### src/rtl/fifo_wr_sched_pkg.sv
// Shared widths and helpers for the fifomem write scheduler and the fifomem itself,
// so both sides of the memory interface agree on data and address sizes.
package fifo_wr_sched_pkg;

   localparam int FIFO_DATASIZE = 8;
   localparam int FIFO_ADDRSIZE = 4;
   localparam int FIFO_NREQ     = 4;
   localparam int FIFO_AFULL_TH = 12;

   function automatic int clog2(input int value);
      int r;
      r = 0;
      while ((1 << r) < value) begin
         r = r + 1;
      end
      return r;
   endfunction

endpackage

### src/rtl/fifo_wr_sched_if.sv
// Bundle of producer, consumer and fifomem-facing signals of the write scheduler.
// The scheduler uses the slave view; producers/consumer/memory use the master view.
interface fifo_wr_sched_if
   import fifo_wr_sched_pkg::*;
#(
   parameter int DATASIZE = FIFO_DATASIZE,
   parameter int ADDRSIZE = FIFO_ADDRSIZE,
   parameter int NREQ     = FIFO_NREQ
) ();

   logic [NREQ-1:0]          req;
   logic [NREQ*DATASIZE-1:0] req_data;
   logic [NREQ-1:0]          gnt;
   logic [DATASIZE-1:0]      mem_wdata;
   logic [ADDRSIZE-1:0]      mem_waddr;
   logic                     mem_wclken;
   logic                     mem_wfull;
   logic [ADDRSIZE-1:0]      mem_raddr;
   logic                     rd_en;
   logic                     empty;
   logic                     full;
   logic                     almost_full;
   logic [ADDRSIZE:0]        count;

   modport slave (
      input  req, req_data, rd_en,
      output gnt, mem_wdata, mem_waddr, mem_wclken, mem_wfull, mem_raddr,
             empty, full, almost_full, count
   );

   modport master (
      output req, req_data, rd_en,
      input  gnt, mem_wdata, mem_waddr, mem_wclken, mem_wfull, mem_raddr,
             empty, full, almost_full, count
   );

endinterface

### src/rtl/fifo_wr_sched_rr_arbiter.sv
// Combinational round-robin arbiter: grants the first requester at or after ptr_i,
// wrapping modulo NREQ. The owner of ptr_i advances it after each grant.
module fifo_wr_sched_rr_arbiter
   import fifo_wr_sched_pkg::*;
#(
   parameter int NREQ = FIFO_NREQ,
   parameter int IDXW = clog2(FIFO_NREQ)
) (
   input  logic [NREQ-1:0] req_i,
   input  logic [IDXW-1:0] ptr_i,
   input  logic            en_i,
   output logic [NREQ-1:0] gnt_o,
   output logic [IDXW-1:0] gntIdx_o
);

   logic [IDXW:0]   sum;
   logic [IDXW-1:0] idx;
   logic            found;

   // ptr_i < NREQ and k < NREQ, so one conditional subtract gives the modulo
   always_comb begin
      gnt_o    = '0;
      gntIdx_o = '0;
      found    = 1'b0;
      sum      = '0;
      idx      = '0;
      for (int k = 0; k < NREQ; k++) begin
         sum = {1'b0, ptr_i} + (IDXW+1)'(k);
         if (sum >= (IDXW+1)'(NREQ)) begin
            sum = sum - (IDXW+1)'(NREQ);
         end
         idx = sum[IDXW-1:0];
         if (!found && en_i && req_i[idx]) begin
            found      = 1'b1;
            gnt_o[idx] = 1'b1;
            gntIdx_o   = idx;
         end
      end
   end

endmodule

### src/rtl/fifo_wr_sched.sv
// Single-clock fifomem controller: round-robin sharing of the write port among NREQ
// producers, plus read/write pointers, occupancy count and status flags for one consumer.
module fifo_wr_sched
   import fifo_wr_sched_pkg::*;
#(
   parameter int DATASIZE = FIFO_DATASIZE,
   parameter int ADDRSIZE = FIFO_ADDRSIZE,
   parameter int NREQ     = FIFO_NREQ,
   parameter int AFULL_TH = FIFO_AFULL_TH
) (
   input logic             wclk,
   input logic             wrst,
   fifo_wr_sched_if.slave  bus
);

   localparam int IDXW = clog2(NREQ);
   localparam int PTRW = ADDRSIZE + 1;

   logic [NREQ-1:0]     gnt;
   logic [IDXW-1:0]     gntIdx;
   logic                arbEn;
   logic                push;
   logic                pop;
   logic [DATASIZE-1:0] wdata;

   logic [PTRW-1:0] wrPtr_q, wrPtr_d;
   logic [PTRW-1:0] rdPtr_q, rdPtr_d;
   logic [PTRW-1:0] count_q, count_d;
   logic [IDXW-1:0] rrPtr_q, rrPtr_d;
   logic            empty_q, empty_d;
   logic            full_q, full_d;
   logic            almostFull_q, almostFull_d;

   // A full FIFO blocks every grant, even when the consumer pops in the same cycle
   assign arbEn = !wrst && !full_q;

   fifo_wr_sched_rr_arbiter #(
      .NREQ (NREQ),
      .IDXW (IDXW)
   ) uArbiter (
      .req_i    (bus.req),
      .ptr_i    (rrPtr_q),
      .en_i     (arbEn),
      .gnt_o    (gnt),
      .gntIdx_o (gntIdx)
   );

   always_comb begin
      wdata = '0;
      for (int i = 0; i < NREQ; i++) begin
         if (gnt[i]) begin
            wdata = bus.req_data[i*DATASIZE +: DATASIZE];
         end
      end
   end

   // Flags come from the next pointers, so they are valid the cycle after the update
   always_comb begin
      push         = |gnt;
      pop          = bus.rd_en && !empty_q;
      wrPtr_d      = wrPtr_q + PTRW'(push);
      rdPtr_d      = rdPtr_q + PTRW'(pop);
      count_d      = wrPtr_d - rdPtr_d;
      empty_d      = (wrPtr_d == rdPtr_d);
      full_d       = (wrPtr_d[ADDRSIZE] != rdPtr_d[ADDRSIZE]) &&
                     (wrPtr_d[ADDRSIZE-1:0] == rdPtr_d[ADDRSIZE-1:0]);
      almostFull_d = (count_d >= PTRW'(AFULL_TH));
      rrPtr_d      = rrPtr_q;
      if (push) begin
         rrPtr_d = (gntIdx == IDXW'(NREQ-1)) ? '0 : gntIdx + IDXW'(1);
      end
   end

   always_ff @(posedge wclk) begin
      if (wrst) begin
         wrPtr_q      <= '0;
         rdPtr_q      <= '0;
         count_q      <= '0;
         rrPtr_q      <= '0;
         empty_q      <= 1'b1;
         full_q       <= 1'b0;
         almostFull_q <= 1'b0;
      end else begin
         wrPtr_q      <= wrPtr_d;
         rdPtr_q      <= rdPtr_d;
         count_q      <= count_d;
         rrPtr_q      <= rrPtr_d;
         empty_q      <= empty_d;
         full_q       <= full_d;
         almostFull_q <= almostFull_d;
      end
   end

   assign bus.gnt         = gnt;
   assign bus.mem_wdata   = wdata;
   assign bus.mem_wclken  = push;
   assign bus.mem_wfull   = full_q;
   assign bus.mem_waddr   = wrPtr_q[ADDRSIZE-1:0];
   assign bus.mem_raddr   = rdPtr_q[ADDRSIZE-1:0];
   assign bus.empty       = empty_q;
   assign bus.full        = full_q;
   assign bus.almost_full = almostFull_q;
   assign bus.count       = count_q;

endmodule

### src/flat_wrapper.sv
// flat-port wrapper written by rule: the top's interface ports become plain ports
module fifo_wr_sched_flat import fifo_wr_sched_pkg::*;
#(
   parameter int DATASIZE = FIFO_DATASIZE,
   parameter int ADDRSIZE = FIFO_ADDRSIZE,
   parameter int NREQ     = FIFO_NREQ,
   parameter int AFULL_TH = FIFO_AFULL_TH
)
  (wclk, wrst, bus_req, bus_req_data, bus_rd_en, bus_gnt, bus_mem_wdata, bus_mem_waddr, bus_mem_wclken, bus_mem_wfull, bus_mem_raddr, bus_empty, bus_full, bus_almost_full, bus_count);
  fifo_wr_sched_if #(.DATASIZE(DATASIZE), .ADDRSIZE(ADDRSIZE), .NREQ(NREQ)) bus_i ();
  input logic wclk;
  input logic wrst;
  input wire logic [$bits(bus_i.req)-1:0] bus_req;
  input wire logic [$bits(bus_i.req_data)-1:0] bus_req_data;
  input wire logic [$bits(bus_i.rd_en)-1:0] bus_rd_en;
  output wire logic [$bits(bus_i.gnt)-1:0] bus_gnt;
  output wire logic [$bits(bus_i.mem_wdata)-1:0] bus_mem_wdata;
  output wire logic [$bits(bus_i.mem_waddr)-1:0] bus_mem_waddr;
  output wire logic [$bits(bus_i.mem_wclken)-1:0] bus_mem_wclken;
  output wire logic [$bits(bus_i.mem_wfull)-1:0] bus_mem_wfull;
  output wire logic [$bits(bus_i.mem_raddr)-1:0] bus_mem_raddr;
  output wire logic [$bits(bus_i.empty)-1:0] bus_empty;
  output wire logic [$bits(bus_i.full)-1:0] bus_full;
  output wire logic [$bits(bus_i.almost_full)-1:0] bus_almost_full;
  output wire logic [$bits(bus_i.count)-1:0] bus_count;
  assign bus_i.req = bus_req;
  assign bus_i.req_data = bus_req_data;
  assign bus_i.rd_en = bus_rd_en;
  assign bus_gnt = bus_i.gnt;
  assign bus_mem_wdata = bus_i.mem_wdata;
  assign bus_mem_waddr = bus_i.mem_waddr;
  assign bus_mem_wclken = bus_i.mem_wclken;
  assign bus_mem_wfull = bus_i.mem_wfull;
  assign bus_mem_raddr = bus_i.mem_raddr;
  assign bus_empty = bus_i.empty;
  assign bus_full = bus_i.full;
  assign bus_almost_full = bus_i.almost_full;
  assign bus_count = bus_i.count;
  fifo_wr_sched #(.DATASIZE(DATASIZE), .ADDRSIZE(ADDRSIZE), .NREQ(NREQ), .AFULL_TH(AFULL_TH)) u_core (.wclk(wclk), .wrst(wrst), .bus(bus_i));
endmodule
### config.mk
export PLATFORM = sky130hd
export DESIGN_NAME = fifo_wr_sched_flat
export DESIGN_NICKNAME = d
export VERILOG_FILES = /design/src/rtl/fifo_wr_sched_pkg.sv /design/src/rtl/fifo_wr_sched_if.sv /design/src/rtl/fifo_wr_sched_rr_arbiter.sv /design/src/rtl/fifo_wr_sched.sv /design/src/flat_wrapper.sv
export SDC_FILE = /design/constraint.sdc
export NUM_CORES = 1
export LEC_CHECK = 0
export CAP_MARGIN = 15
export CORE_ASPECT_RATIO = 0.5
export CORE_MARGIN = 3
export CORE_UTILIZATION = 43
export CTS_CLUSTER_DIAMETER = 80
export DETAILED_ROUTE_END_ITERATION = 8
export PLACE_DENSITY = 0.85
export SLEW_MARGIN = 40
export SYNTH_ARGS = -nofsm -noshare
export SYNTH_HDL_FRONTEND = slang
export SYNTH_SLANG_ARGS = --single-unit
### constraint.sdc
create_clock -name wclk -period 6.43 [get_ports wclk]
set_input_delay 1.286 -clock wclk [delete_from_list [all_inputs] [get_ports wclk]]
set_output_delay 1.286 -clock wclk [all_outputs]
set_load 0.005 [all_outputs]
# Word-level counts from Yosys, hierarchy flattened
# Index checks and enable logic that the tools add are counted.
[word_totals] reg_bits=20
[classes] add_sub_neg=11 order_cmp=13 n_eq_ne=4 mux=36 bitwise_logic=3 n_reduce_logical=21
[op_table] cell="8-bit two-way mux" n=4
[op_table] cell="2-bit two-way mux" n=9
[op_table] cell="4-bit two-way mux" n=4
[op_table] cell="1-bit logical AND" n=14
[op_table] cell="2-bit by 3-bit less-than comparator with 1-bit output, second input constant" n=4
[op_table] cell="4-bit bitwise OR" n=3
[op_table] cell="1-bit two-way mux" n=11
[op_table] cell="5-bit by 1-bit adder with 5-bit output" n=2
[op_table] cell="3-bit >= comparator, second input constant" n=3
[op_table] cell="1-bit binary-select mux with 2-bit select" n=4
[op_table] cell="1-bit demux with 2-bit select" n=4
[op_table] cell="2-bit by 1-bit >= comparator with 1-bit output, second input constant" n=4
[op_table] cell="2-bit by 1-bit subtractor with 2-bit output, second input constant" n=4
[op_table] cell="2-bit by 2-bit adder with 3-bit output, second input constant" n=2
[op_table] cell="1-bit logical NOT" n=6
[op_table] cell="5-bit == test" n=1
[op_table] cell="5-bit by 4-bit >= comparator with 1-bit output, second input constant" n=1
[op_table] cell="5-bit subtractor" n=1
[op_table] cell="4-bit == test" n=1
[op_table] cell="4-bit OR reduction" n=1
[op_table] cell="2-bit by 1-bit adder with 3-bit output, second input constant" n=1
[op_table] cell="2-bit by 3-bit >= comparator with 1-bit output, second input constant" n=1
[op_table] cell="2-bit by 1-bit adder with 2-bit output, second input constant" n=1
[op_table] cell="2-bit == test, second input constant" n=1
[op_table] cell="1-bit != test" n=1

# Logic depth before layout (Yosys ltp)
[depth] ltp_word=22 depth_mapped=18 ltp_nobuf=17

# Cells and area by module
# A second synthesis with hierarchy kept.
[hier_totals] hier_cells=214 hier_area_um2=1776.7
[modules_own_cells] mod="fifo_wr_sched" n_inst=1 cells_each=140 area_each_um2=1172.4
[modules_own_cells] mod="fifo_wr_sched_rr_arbiter" n_inst=1 cells_each=74 area_each_um2=604.3

# Worst setup path before layout
# No wires, ideal clock.
[synth_timing] path_kind="input-to-reg" from="in bus_req[0]" to="reg u_core.almostFull_q (netlist: u_core.bus.almost_full)" setup_time_ns=0.114 arrival_time_ns=4.791 t_required_ns=6.316 slack_ns=1.525 path_stages=13 path_cell_list="mux4_1 > a32o_1 > a221o_1 > buf_6 > or4_4 > ha_1 > ha_1 > fa_1 > a21o_1 > a21oi_1 > xor2_1 > nor2_1 > a21o_1"
[synth_between] elab_chain_cells=20
[synth_lines] element="start, declared" line_no="flat_wrapper.sv:13" rtl="input wire logic [$bits(bus_i.req)-1:0] bus_req;"
[synth_lines] element="1-bit binary-select mux with 2-bit select" line_no="fifo_wr_sched_rr_arbiter.sv:33" rtl="if (!found && en_i && req_i[idx]) begin"
[synth_lines] element="1-bit two-way mux (implied by the code)" line_no="fifo_wr_sched_rr_arbiter.sv:33"
[synth_lines] element="1-bit logical AND" line_no="fifo_wr_sched_rr_arbiter.sv:33"
[synth_lines] element="1-bit two-way mux" line_no="fifo_wr_sched_rr_arbiter.sv:33"
[synth_lines] element="1-bit logical NOT" line_no="fifo_wr_sched_rr_arbiter.sv:33"
[synth_lines] element="1-bit logical AND (2 in series)" line_no="fifo_wr_sched_rr_arbiter.sv:33"
[synth_lines] element="1-bit two-way mux" line_no="fifo_wr_sched_rr_arbiter.sv:33"
[synth_lines] element="1-bit logical NOT" line_no="fifo_wr_sched_rr_arbiter.sv:33"
[synth_lines] element="(+4 left out)"
[synth_lines] element="1-bit logical AND (2 in series)" line_no="fifo_wr_sched_rr_arbiter.sv:33"
[synth_lines] element="4-bit two-way mux *" line_no="fifo_wr_sched_rr_arbiter.sv:33"
[synth_lines] element="4-bit OR reduction *" line_no="fifo_wr_sched.sv:59" rtl="push = |gnt;"
[synth_lines] element="via bus_mem_wclken" line_no="flat_wrapper.sv:19" rtl="output wire logic [$bits(bus_i.mem_wclken)-1:0] bus_mem_wclken;"
[synth_lines] element="5-bit by 1-bit adder with 5-bit output *" line_no="fifo_wr_sched.sv:61" rtl="wrPtr_d = wrPtr_q + PTRW'(push);"
[synth_lines] element="via u_core.wrPtr_d[1]" line_no="fifo_wr_sched.sv:26" rtl="logic [PTRW-1:0] wrPtr_q, wrPtr_d;"
[synth_lines] element="5-bit subtractor *" line_no="fifo_wr_sched.sv:63" rtl="count_d = wrPtr_d - rdPtr_d;"
[synth_lines] element="5-bit by 4-bit >= comparator with 1-bit output *" line_no="fifo_wr_sched.sv:67" rtl="almostFull_d = (count_d >= PTRW'(AFULL_TH));"
[synth_lines] element="end signal, assigned" line_no="fifo_wr_sched.sv:90" rtl="almostFull_q <= almostFull_d;"
[synth_lines] element="end, declared" line_no="fifo_wr_sched.sv:32" rtl="logic almostFull_q, almostFull_d;"
# The timed path passes the listed nets; every way through them passes the cells marked *. The select of a mux whose other input is x is not followed.
# A chain may end at the register's enable or synchronous reset.

# Worst setup path after layout
[layout_timing] from="in bus_req[3]" to="out bus_mem_wdata[0]"
[layout_between] elab_chain_cells=20
[layout_lines] element="1-bit binary-select mux with 2-bit select" line_no="fifo_wr_sched_rr_arbiter.sv:33"
[layout_lines] element="1-bit two-way mux (implied by the code)" line_no="fifo_wr_sched_rr_arbiter.sv:33"
[layout_lines] element="1-bit logical AND" line_no="fifo_wr_sched_rr_arbiter.sv:33"
[layout_lines] element="1-bit two-way mux" line_no="fifo_wr_sched_rr_arbiter.sv:33"
[layout_lines] element="1-bit logical NOT" line_no="fifo_wr_sched_rr_arbiter.sv:33"
[layout_lines] element="1-bit logical AND (2 in series)" line_no="fifo_wr_sched_rr_arbiter.sv:33"
[layout_lines] element="1-bit two-way mux" line_no="fifo_wr_sched_rr_arbiter.sv:33"
[layout_lines] element="1-bit logical NOT" line_no="fifo_wr_sched_rr_arbiter.sv:33"
[layout_lines] element="1-bit logical AND (2 in series)" line_no="fifo_wr_sched_rr_arbiter.sv:33"
[layout_lines] element="1-bit two-way mux" line_no="fifo_wr_sched_rr_arbiter.sv:33"
[layout_lines] element="1-bit logical NOT" line_no="fifo_wr_sched_rr_arbiter.sv:33"
[layout_lines] element="1-bit logical AND (2 in series)" line_no="fifo_wr_sched_rr_arbiter.sv:33"
[layout_lines] element="4-bit two-way mux *" line_no="fifo_wr_sched_rr_arbiter.sv:33"
[layout_lines] element="8-bit two-way mux (3 in series)" line_no="fifo_wr_sched.sv:51" rtl="if (gnt[i]) begin"
[layout_lines] element="8-bit two-way mux *" line_no="fifo_wr_sched.sv:51"
[layout_lines] element="end, declared" line_no="flat_wrapper.sv:17" rtl="output wire logic [$bits(bus_i.mem_wdata)-1:0] bus_mem_wdata;"
# Every way passes the cells marked *; elsewhere a longest branch is shown, timed or not. The select of a mux whose other input is x is not followed.

==> results_dict.tcl <==
set metrics [dict create \
    layout-drive-gt1-share_pct 7.296 \
    grt_max_degree 21 \
    p_leak_uw 0.0009077 \
    fp.dieArea_sq_um 4685 \
    cts_tree "yes" \
    ys_warn_count 0 \
    drc 0 \
    setup-tns-final_ns 0 \
    syn-cell-area_sq_um 1659 \
    end_kind "primary output" \
    drtAntennaViolNets 0 \
    crit_type "in -> out" \
    wirelength_mm 4.059 \
    syn_avg_cell_area_sq_um 9.269 \
    power_density_nw_per_um2 392.6 \
    p_comb_share_pct 71.3 \
    rsz0062_at_grt "no" \
    cts.sinks 20 \
    syn_inst 179 \
    routed_via_density 5.327 \
    core_area_sq_um 3566 \
    path_max_fanout 8 \
    power.total_uw 914.7 \
    dp_hpwl_mm 3.314 \
    design_area_sq_um 2330 \
    clkLatencyLatePin_ns 0.25 \
    final_nets 290 \
    cts_buffer_depth 2 \
    cts_setup_buffers 0 \
    fmax_mhz 168.3 \
    synth_ff_type "dfxtp_1" \
    ir_worst_vdd_mv 0.1878 \
    worst_setup_path_start_kind "input pin" \
    clk_pin_slew_ns 0.07 \
    synth_common_cells "dfxtp_1, nor2b_1, ha_1" \
    timing.final.crit_share_pct 92.38 \
    syn_to_final_growth_pct 40.42 \
    maxSlewHeadroom_pct 59.31 \
    synth_edf_count 0 \
    seq_area_frac_synth_pct 24.13 \
    p_seq_share_pct 20.1 \
    hold_buffers 0 \
    die_h_microns 49.92 \
    hold_class "reg -> reg" \
    switching_share_pct 38.34 \
    synth_top_area_share_pct 24.13 \
    p_int_uw 564.0 \
    num_io_pins 69 \
    final_util_pct 65.33 \
    synth.distinct_cells 44 \
    worst_pin_slew_ns 0.6095 \
    first_iter_violations 89 \
    fin_crit_ns 5.940 \
    setup_viol 0 \
    grt_pass1_vias 1488 \
    clockRootBuffer "clkbuf_8" \
    portBuffers 68 \
    dr.pass1.iters 6 \
    cp.required_ns 5.14 \
    dpl-instance-area_sq_um 2288 \
    gp_congestion 0.8314 \
    skew_ns 0.001710 \
    post_cts_resized 0 \
    syn_nets 234 \
    initial_core_util_pct 46.53 \
    p_switching_uw 350.6 \
    synthArstFlopShare_pct 0 \
    max-cap-violations 0 \
    num_antenna_cells 0 \
    cts-htree-levels 1 \
    gr-total-overflow 0 \
    wl_per_cell_microns 14.29 \
    antenna_found_initial 0 \
    synthTopCellsByArea "dfxtp_1, ha_1, nor2b_1, a221oi_1, buf_4" \
    grt_first_pass_wirelength_mm 6.555 \
    whs_ns 0.5261 \
    cts_made_buffers 3 \
    vias 1513 \
    synth_most_common_cell "dfxtp_1" \
    worstPathArrival_ns 4.65 \
    maxSlewViolCount 0 \
    pwr-share-clk_pct 8.7 \
    status "complete, no violations" \
    grt_use_total_pct 17.03 \
    yosys.area.top_type "dfxtp_1" \
    finalHoldViolCount 0 \
    die_width_microns 93.85 \
    fp-row-count 15 \
    ys_seq_elements 20 \
]
==> area by class of cell <==
class	instances	area [sq um]
fillers	302	1236
multi-input cells	135	1114
repair buffers	69	688.2
flip-flops and latches	20	400.4
well taps	51	63.81
clock buffers	3	41.29
inverters	6	22.52
==> registers in the layout, indices dropped and copies added (netlist names), named ones only <==
signal	count
u_core.bus.count	5
u_core.rdPtr_q	5
u_core.wrPtr_q	5
u_core.bus.almost_full	1
u_core.bus.empty	1
u_core.bus.full	1
u_core.rrPtr_q	1
==> final timing paths <==
kind                                   startpoint                      to  slack (ns)  cells after the start
worst max-delay path                   bus_req[3]        bus_mem_wdata[0]        0.49                      8
worst min-delay path            u_core.wrPtr_q[4]       u_core.wrPtr_q[4]        0.53                      2
worst max register to register           register  u_core.bus.almost_full        1.32                     14
worst min register to register  u_core.wrPtr_q[4]       u_core.wrPtr_q[4]        0.53                      2
==> metal layers <==
layer / vias up / routed length (microns) / global-route usage (%)
met5: - / 0 / 0
met1: 701 / 1788 / 20.72
met3: 6 / 297 / 3.811
met2: 52 / 1926 / 30.67
met4: 0 / 45 / 3.837
li1: 754 / - / -
==> metrics by stage <==
stage	setup slack, ns	std cells
after global placement	0.6036	281
after floorplan	1.525	179
after global routing	0.1927	284
final	0.4899	284
after CTS	0.4882	284
after detailed placement	0.4883	281
==> cells in the final DEF, fill, tap and decap left out, types with 2 or more instances in the layout <==
cell	instances
ha_1	15
xnor2_1	4
nor2_1	11
o31ai_1	8
a221oi_1	8
mux4_1	2
a21o_1	5
nand2_1	12
inv_1	6
a32o_1	2
nand3_1	5
clkdlybuf4s50_1	68
mux2i_1	3
dfxtp_1	20
mux2_2	2
nor3_1	2
xor2_1	6
clkbuf_8	3
nand3b_1	2
a21oi_1	7
nor2b_1	16
mux4_2	2
a221o_1	4
==> cell families after synthesis <==
group	count (synthesis)	synth area share [%]
xor+xnor	10	5.279
compound gates	39	18.40
mux	9	9.050
fa+ha+maj	16	12.52
buf+inv	24	8.748
simple gates	61	21.87
flops	20	24.13
==> power by group through the flow <==
stage / clock network [uW] / registers [uW] / logic [uW]
2_1_floorplan: 0 / 173 / 436
3_3_place_gp: 0 / 185 / 636
3_5_place_dp: 0 / 187 / 653
4_1_cts: 82.0 / 184 / 656
5_1_grt: 86.4 / 189 / 714
6_report: 79.5 / 183 / 652
==> worst max-delay path, cell delays in order <==
cell and delay (ns):
clkdlybuf4s50_1 0.50, mux4_1 0.70, nor4b_4 0.49, a221o_1 0.25, nor2b_1 0.44, a221oi_1 0.16
o31ai_1 0.28, clkdlybuf4s50_1 0.55
(Power assumes the default switching activity.)
